==> src/rtl/aes_enc_core_if.sv <==
// Request/response bundle of the iterative AES encryption core: block start, plaintext,
// round-key handshake towards the key schedule, status and ciphertext.
interface aes_enc_core_if;
    logic         start;
    logic [3:0]   nr;
    logic [0:127] plain_in;
    logic [0:127] round_key;
    logic         round_key_valid;
    logic         key_req;
    logic [3:0]   round_idx;
    logic         busy;
    logic         done;
    logic         err;
    logic [0:127] cipher_out;

    modport master (
        output start, nr, plain_in, round_key, round_key_valid,
        input  key_req, round_idx, busy, done, err, cipher_out
    );

    modport slave (
        input  start, nr, plain_in, round_key, round_key_valid,
        output key_req, round_idx, busy, done, err, cipher_out
    );
endinterface

==> src/rtl/aes_enc_core.sv <==
// Iterative AES encryptor, one round per ARK+SB pass; done 2*Nr+2 cycles after start (3*Nr+2 with
// AES_ENC_SBOX_PIPE_EN, which registers the S-box output); stalls in ARK while round_key_valid is low.
module aes_enc_core #(
    parameter logic [3:0] NR_DEFAULT = 4'd10
) (
    input logic           clk,
    input logic           rst,
    aes_enc_core_if.slave bus
);
    typedef enum logic [1:0] {IDLE, ARK, SB, DONE} state_t;

    localparam logic [0:255][7:0] SBOX = {
        128'h637c777bf26b6fc53001672bfed7ab76, 128'hca82c97dfa5947f0add4a2af9ca472c0,
        128'hb7fd9326363ff7cc34a5e5f171d83115, 128'h04c723c31896059a071280e2eb27b275,
        128'h09832c1a1b6e5aa0523bd6b329e32f84, 128'h53d100ed20fcb15b6acbbe394a4c58cf,
        128'hd0efaafb434d338545f9027f503c9fa8, 128'h51a3408f929d38f5bcb6da2110fff3d2,
        128'hcd0c13ec5f974417c4a77e3d645d1973, 128'h60814fdc222a908846eeb814de5e0bdb,
        128'he0323a0a4906245cc2d3ac629195e479, 128'he7c8376d8dd54ea96c56f4ea657aae08,
        128'hba78252e1ca6b4c6e8dd741f4bbd8b8a, 128'h703eb5664803f60e613557b986c11d9e,
        128'he1f8981169d98e949b1e87e9ce5528df, 128'h8ca1890dbfe6426841992d0fb054bb16
    };

    function automatic logic [7:0] xtime(input logic [7:0] b);
        return {b[6:0], 1'b0} ^ (b[7] ? 8'h1b : 8'h00);
    endfunction

    function automatic logic [0:127] subBytes(input logic [0:127] s);
        logic [0:127] r;
        r = '0;
        for (int i = 0; i < 16; i++) r[8*i +: 8] = SBOX[s[8*i +: 8]];
        return r;
    endfunction

    // Bytes are column-major: byte (row + 4*col); row r rotates left by r.
    function automatic logic [0:127] shiftRows(input logic [0:127] s);
        logic [0:127] r;
        r = '0;
        for (int row = 0; row < 4; row++)
            for (int col = 0; col < 4; col++)
                r[8*(row + 4*col) +: 8] = s[8*(row + 4*((col + row) % 4)) +: 8];
        return r;
    endfunction

    function automatic logic [0:127] mixColumns(input logic [0:127] s);
        logic [0:127] r;
        logic [7:0]   a0, a1, a2, a3;
        r = '0;
        for (int c = 0; c < 4; c++) begin
            a0 = s[32*c +: 8];
            a1 = s[32*c + 8 +: 8];
            a2 = s[32*c + 16 +: 8];
            a3 = s[32*c + 24 +: 8];
            r[32*c +: 8]      = xtime(a0) ^ xtime(a1) ^ a1 ^ a2 ^ a3;
            r[32*c + 8 +: 8]  = a0 ^ xtime(a1) ^ xtime(a2) ^ a2 ^ a3;
            r[32*c + 16 +: 8] = a0 ^ a1 ^ xtime(a2) ^ xtime(a3) ^ a3;
            r[32*c + 24 +: 8] = xtime(a0) ^ a0 ^ a1 ^ a2 ^ xtime(a3);
        end
        return r;
    endfunction

    state_t       stateQ, stateD;
    logic [0:127] aesState;
    logic [0:127] cipherQ;
    logic [3:0]   nrQ;
    logic [3:0]   roundIdxQ;
    logic         errQ;
    logic         keyReq, busyC, doneC;
`ifdef AES_ENC_SBOX_PIPE_EN
    logic         sbStage;
`endif

    logic [3:0]   nrEff;
    logic         nrLegal, startOk, lastRound, keyTake;
    logic [0:127] arkOut;

    assign nrEff     = (bus.nr == 4'd0) ? NR_DEFAULT : bus.nr;
    assign nrLegal   = (nrEff == 4'd10) || (nrEff == 4'd12) || (nrEff == 4'd14);
    assign startOk   = (stateQ == IDLE) && bus.start && nrLegal;
    assign lastRound = (roundIdxQ == nrQ);
    assign keyTake   = (stateQ == ARK) && bus.round_key_valid;
    // First and last AddRoundKey bypass MixColumns.
    assign arkOut    = (((roundIdxQ == 4'd0) || lastRound) ? aesState : mixColumns(aesState)) ^ bus.round_key;

    always_ff @(posedge clk or negedge rst) begin
        if (!rst) stateQ <= IDLE;
        else      stateQ <= stateD;
    end

    always_comb begin
        stateD = stateQ;
        keyReq = 1'b0;
        busyC  = 1'b0;
        doneC  = 1'b0;
        case (stateQ)
            IDLE: if (startOk) stateD = ARK;
            ARK: begin
                keyReq = 1'b1;
                busyC  = 1'b1;
                if (bus.round_key_valid) stateD = lastRound ? DONE : SB;
            end
            SB: begin
                busyC = 1'b1;
`ifdef AES_ENC_SBOX_PIPE_EN
                if (sbStage) stateD = ARK;
`else
                stateD = ARK;
`endif
            end
            DONE: begin
                doneC  = 1'b1;
                stateD = IDLE;
            end
            default: stateD = IDLE;
        endcase
    end

    always_ff @(posedge clk or negedge rst) begin
        if (!rst) begin
            aesState  <= '0;
            cipherQ   <= '0;
            nrQ       <= '0;
            roundIdxQ <= '0;
            errQ      <= 1'b0;
`ifdef AES_ENC_SBOX_PIPE_EN
            sbStage   <= 1'b0;
`endif
        end else begin
            errQ <= (stateQ == IDLE) && bus.start && !nrLegal;
            case (stateQ)
                IDLE: if (startOk) begin
                    aesState  <= bus.plain_in;
                    nrQ       <= nrEff;
                    roundIdxQ <= 4'd0;
                end
                ARK: if (keyTake) begin
                    if (lastRound) cipherQ <= arkOut;
                    else begin
                        aesState  <= arkOut;
                        roundIdxQ <= roundIdxQ + 4'd1;
                    end
                end
                SB: begin
`ifdef AES_ENC_SBOX_PIPE_EN
                    // Two-step round reuses aesState as the S-box output register.
                    aesState <= sbStage ? shiftRows(aesState) : subBytes(aesState);
                    sbStage  <= !sbStage;
`else
                    aesState <= shiftRows(subBytes(aesState));
`endif
                end
                default: ;
            endcase
        end
    end

    assign bus.key_req    = keyReq;
    assign bus.busy       = busyC;
    assign bus.done       = doneC;
    assign bus.err        = errQ;
    assign bus.round_idx  = roundIdxQ;
    assign bus.cipher_out = cipherQ;
endmodule

==> src/flat_wrapper.sv <==
// flat-port wrapper written by rule: the top's interface ports become plain ports
module aes_enc_core_flat 
#(
    parameter logic [3:0] NR_DEFAULT = 4'd10
)
  (clk, rst, bus_start, bus_nr, bus_plain_in, bus_round_key, bus_round_key_valid, bus_key_req, bus_round_idx, bus_busy, bus_done, bus_err, bus_cipher_out);
  aes_enc_core_if bus_i ();
  input logic clk;
  input logic rst;
  input wire logic [$bits(bus_i.start)-1:0] bus_start;
  input wire logic [$bits(bus_i.nr)-1:0] bus_nr;
  input wire logic [$bits(bus_i.plain_in)-1:0] bus_plain_in;
  input wire logic [$bits(bus_i.round_key)-1:0] bus_round_key;
  input wire logic [$bits(bus_i.round_key_valid)-1:0] bus_round_key_valid;
  output wire logic [$bits(bus_i.key_req)-1:0] bus_key_req;
  output wire logic [$bits(bus_i.round_idx)-1:0] bus_round_idx;
  output wire logic [$bits(bus_i.busy)-1:0] bus_busy;
  output wire logic [$bits(bus_i.done)-1:0] bus_done;
  output wire logic [$bits(bus_i.err)-1:0] bus_err;
  output wire logic [$bits(bus_i.cipher_out)-1:0] bus_cipher_out;
  assign bus_i.start = bus_start;
  assign bus_i.nr = bus_nr;
  assign bus_i.plain_in = bus_plain_in;
  assign bus_i.round_key = bus_round_key;
  assign bus_i.round_key_valid = bus_round_key_valid;
  assign bus_key_req = bus_i.key_req;
  assign bus_round_idx = bus_i.round_idx;
  assign bus_busy = bus_i.busy;
  assign bus_done = bus_i.done;
  assign bus_err = bus_i.err;
  assign bus_cipher_out = bus_i.cipher_out;
  aes_enc_core #(.NR_DEFAULT(NR_DEFAULT)) u_core (.clk(clk), .rst(rst), .bus(bus_i));
endmodule
==> config.mk <==
export PLATFORM = sky130hd
export DESIGN_NAME = aes_enc_core_flat
export DESIGN_NICKNAME = d
export VERILOG_FILES = /design/src/rtl/aes_enc_core_if.sv /design/src/rtl/aes_enc_core.sv /design/src/flat_wrapper.sv
export SDC_FILE = /design/constraint.sdc
export NUM_CORES = 2
export LEC_CHECK = 0
export BUFFER_PORTS_ARGS = -buffer_cell sky130_fd_sc_hd__buf_2
export CAP_MARGIN = 20
export CORE_ASPECT_RATIO = 1.4
export CORE_UTILIZATION = 65
export CTS_BUF_LIST = sky130_fd_sc_hd__clkbuf_16
export CTS_CLUSTER_DIAMETER = 50
export DETAILED_ROUTE_END_ITERATION = 6
export HOLD_SLACK_MARGIN = 0.1
export PLACE_DENSITY = 0.92
export SYNTH_ARGS = -nofsm -noshare
export SYNTH_HDL_FRONTEND = slang
export SYNTH_SLANG_ARGS = --single-unit
==> constraint.sdc <==
create_clock -name clk -period 6 [get_ports clk]
set_input_delay 0.3 -clock clk [delete_from_list [all_inputs] [get_ports clk]]
set_output_delay 0.3 -clock clk [all_outputs]
set_load 0.005 [all_outputs]
==> results.cfg, run 1 <==
[synth]
synth.avg_cell_area_um2 = 6.74
syn_area_um2 = 70000
synth_edf_count = 0
synthDistinctLibCells = 96
synth_ff_type = dfrtp_1
netlist_instances = 10400
ys_ff_latch = 267
ys_seq_area_share_pct = 9.54
async_flop_share_pct = 100
synth_nets = 10900
ys_warn_count = 0

[grt]
overflow = 211
grt_usage_pct = 72.9
grt_pass1_wl_um = 612000
grt_pass1_vias = 93500
grt_max_degree = 138

[floorplanning]
ios = 400
initial_utilization_pct = 65.5
die_x_um = 279
die_y_um = 390
rows = 142

[run_status]
error_line = [ERROR GRT-0116] Global routing finished with congestion. Check the congestion regions in the DRC Viewer.
last-stage-reached = global routing (5_1_grt)
status = did not finish

[clock_tree]
post-cts-setup-buffers = 0
cts_buffers = 47
cts_sinks = 267
cts_resized = 0
cts_max_level = 2
root_buffer = clkbuf_16
hold_buffers = 131
cts_buffer_depth = 3

[placement]
dp_hpwl_um = 262000
gp_congestion = 1.29
placed_cell_area_um2 = 70500
port_buffers = 399
==> cells in the mapped netlist (all sizes together), types with 79 or more instances <==
cell type | count | area share, %
a211o | 93 | 1.2
a211oi | 216 | 2.3
a21oi | 844 | 6.0
a221oi | 79 | 1.0
a311oi | 180 | 2.3
a31oi | 250 | 2.2
and2 | 102 | 0.91
buf | 497 | 3.4
clkbuf | 765 | 4.1
dfrtp | 267 | 9.5
ha | 247 | 4.4
inv | 133 | 0.71
mux2i | 145 | 2.1
mux4 | 173 | 5.6
nand2 | 1065 | 5.7
nand2b | 321 | 2.9
nand3 | 310 | 2.2
nor2 | 742 | 4.0
nor2b | 249 | 2.2
nor3 | 419 | 3.0
o211ai | 175 | 1.9
o21ai | 1008 | 7.2
o311ai | 175 | 2.2
o31ai | 137 | 1.5
or2 | 92 | 0.82
or3 | 115 | 1.0
xnor2 | 429 | 5.4
xor2 | 124 | 1.6
==> metal layers <==
layer | track usage [%] | overflow
met3 | 55.6 | 3
met2 | 91.7 | 114
met5 | 16.6 | 0
met4 | 68.0 | 93
met1 | 74.6 | 1
==> logic make-up after synthesis <==
kind of cell               count (synthesis)  synth area share [%]
xor gates and xnor gates                 576                  7.74
DFF                                      267                  9.54
and+or+nand+nor                         3636                  25.0
AOI/OAI and AO/OA                       3907                  37.0
buffers and inverters                   1418                  8.30
muxes                                    342                  8.02
adders and majority gates                247                  4.41
==> metrics by stage <==
step                worst slack (ns)  hold slack (ns)  instances
CTS                             1.93            0.102      11400
floorplan                       2.65          0.00441      10400
global placement                2.05            0.374      11200
detailed placement              1.93            0.370      11200
==> run 2: changes to the inputs <==
CORE_ASPECT_RATIO = not set   (was 1.4)
CORE_UTILIZATION = 40   (was 65)
CTS_BUF_LIST = not set   (was sky130_fd_sc_hd__clkbuf_16)
CTS_CLUSTER_DIAMETER = not set   (was 50)
HOLD_SLACK_MARGIN = not set   (was 0.1)
PLACE_DENSITY = not set   (was 0.92)
PLACE_DENSITY_LB_ADDON = 0.15   (was not set)
==> run 2 against run 1 <==
  * Area after synthesis stayed put
  * The flow now finishes, with violations (DRC)
  * Synthesized cell count stayed put
==> results.cfg, run 2 <==
[run_status]
status = finished, violations left
violations = DRC

[worst_setup_path]
worst_ep_arrival_time_ns = 4.89
cp-end-kind = register
cp_slowest_cell = xor2_1
crit_buf_inv = 1
rr_worst_depth = 8
crit_fanout = 59
cp_top_family = XOR/XNOR gates
path_cells = buf_4, xnor2_1, xnor2_1, xnor2_1, o21ai_0, xor2_1, a221oi_1, a221oi_1
cpMostUsedCell = xnor2_1
slowest_delay_ns = 0.87
required_ns = 6.45
path_depth = 8
startpoint_type = register
worst-setup-path-type = register to register

[floorplanning]
ios = 400
initial_utilization_pct = 40.3
core_um2 = 174000
die_area_um2 = 177000
rows = 153
die_y_um = 420
die_x_um = 420

[clock_tree]
clk_latency_ns = 0.67
cts_buffers = 39
cts_sinks = 267
cts_max_level = 2
clk_pin_slew_ns = 0.07
root_buffer = clkbuf_16
cts_resized = 0
cts_buffer_depth = 3
cts_tree = done

[synth]
async_flop_share_pct = 100
synth_nets = 10900
ys_seq_area_share_pct = 9.54
ys_ff_latch = 267
synthDistinctLibCells = 96
synth_edf_count = 0
yosys.area.top_type = dfrtp_1
synth.most_common_cell = nand2_1
synth_commonest_cells = 1,065 x nand2_1, 967 x o21ai_0, 844 x a21oi_1, 763 x clkbuf_1, 737 x nor2_1
synth_ff_type = dfrtp_1
synth_top_area_share_pct = 9.54
synth.avg_cell_area_um2 = 6.74
netlist_instances = 10400
syn_area_um2 = 70000
yosys-top-cells-area = dfrtp_1 9.5%, o21ai_0 6.9%, a21oi_1 6.0%
ys_warn_count = 0

[timing]
hold_viol = 0
max_freq_mhz = 225
layout_min_cycle_time_ns = 4.44
rsz0062_at_grt = no
relSlewSlack_pct = 19.6
tightest_slew_ns = 1.19
finalSetupViolations = 0
drv_slew = 0
period_share_pct = 74.0
final.setup.tns_ns = 0
finClkSkew_ns = 0.0518

[cells_and_area]
layout_common_cells = 1,064 x nand2_1, 967 x o21ai_0, 844 x a21oi_1
design_area_um2 = 74000
area_delta_synth_final_pct = 5.68
drive_gt1_share_pct = 11.5
final_common_cell = nand2_1
nets = 10400

[grt]
grt_usage_pct = 48.0
antenna_found_initial = 62
grt_pass1_vias = 82600
grt_pass1_wl_um = 627000
overflow = 0
grt_max_degree = 122

[routing]
antenna_left = 0
drc = 65
dr_total_vias = 91900
dr.pass1.iters = 7
wl_per_cell_um = 36.4
viasPerCell = 7.49
wirelength_um = 446000
drt_iter0_markers = 19200

[placement]
dp_hpwl_um = 316000
placed_cell_area_um2 = 72000
port_buffers = 399
gp_congestion = 1.10

[flow_run]
max_cap_violations = 0

[worst_hold_path]
min_path_type = input pin to register
min_path_cells = 4
## run 2: cell counts after synthesis
Identical to the previous run, type by type.
## run 2: path summary, 6_finish.rpt
kind,startpoint,to,slack [ns]
min in group asynchronous,rst,u_core.aesState[115]$_DFFE_PN0P_,0.19
hold reg to reg,u_core.bus.cipher_out[23]$_DFFE_PN0P_,u_core.bus.cipher_out[23]$_DFFE_PN0P_,0.47
hold / removal,bus_round_key[2],u_core.bus.cipher_out[125]$_DFFE_PN0P_,0.01
setup reg to reg,u_core.aesState[35]$_DFFE_PN0P_,u_core.aesState[51]$_DFFE_PN0P_,1.56
max in group asynchronous,rst,u_core.aesState[84]$_DFFE_PN0P_,4.29
setup / recovery,u_core.aesState[35]$_DFFE_PN0P_,u_core.aesState[51]$_DFFE_PN0P_,1.56
## run 2: stage by stage
| stage | hold WS, ns | cells | utilization [%] | worst slack [ns] |
|---|---|---|---|---|
| after floorplan | 0.00441 | 10400 | - | 2.65 |
| after global placement | 0.346 | 12100 | 41.4 | 1.87 |
| after detailed placement | 0.352 | 12100 | 41.4 | 1.84 |
| after CTS | 0.000379 | 12200 | 42.5 | 1.80 |
| after global routing | 0.0200 | 12200 | 42.6 | 1.48 |
| final | 0.0115 | 12300 | 42.6 | 1.56 |
## run 2: cell type report
cell class | count | area, µm²
Timing Repair Buffer | 701 | 4510
Tap cell | 2325 | 2910
Antenna cell | 42 | 105
Clock inverter | 16 | 312
Fill cell | 18700 | 99800
Sequential cell | 267 | 6800
Multi-Input combinational cell | 8708 | 57700
Clock buffer | 55 | 1120
Inverter | 156 | 587
## run 2: repair_timing
action	in CTS	in global routing
hold buffers	46	0
endpoints found under the hold margin	108	0
setup buffers	0	0
## run 2: logic make-up (layout without fill, tap and decap cells)
group	Yosys count	after routing	share of synthesized area (%)
simple gates	3636	3636	25.0
fa+ha+maj	247	247	4.41
buf+inv	1418	928	8.30
mux	342	342	8.02
compound gates	3907	3907	37.0
other cells	0	42	0
flops	267	267	9.54
xor+xnor	576	576	7.74
## run 2: worst min-delay path: cells and delay by family
family	cells	cell delay [ns]
and+or+nand+nor	2	0.11
xor gates and xnor gates	1	0.10
buffers and inverters	1	0.13
## run 2: routing by layer
layer	routed length, µm	track usage, %	part of all wire [%]
met3	61300	15.4	14
met4	41500	33.8	9.3
met1	162000	60.2	36
met5	259	0.278	0.058
met2	182000	69.0	41
Power of run 2 is not shown: default switching activity piles up to over one toggle a cycle in this logic, so the estimate is an artifact.
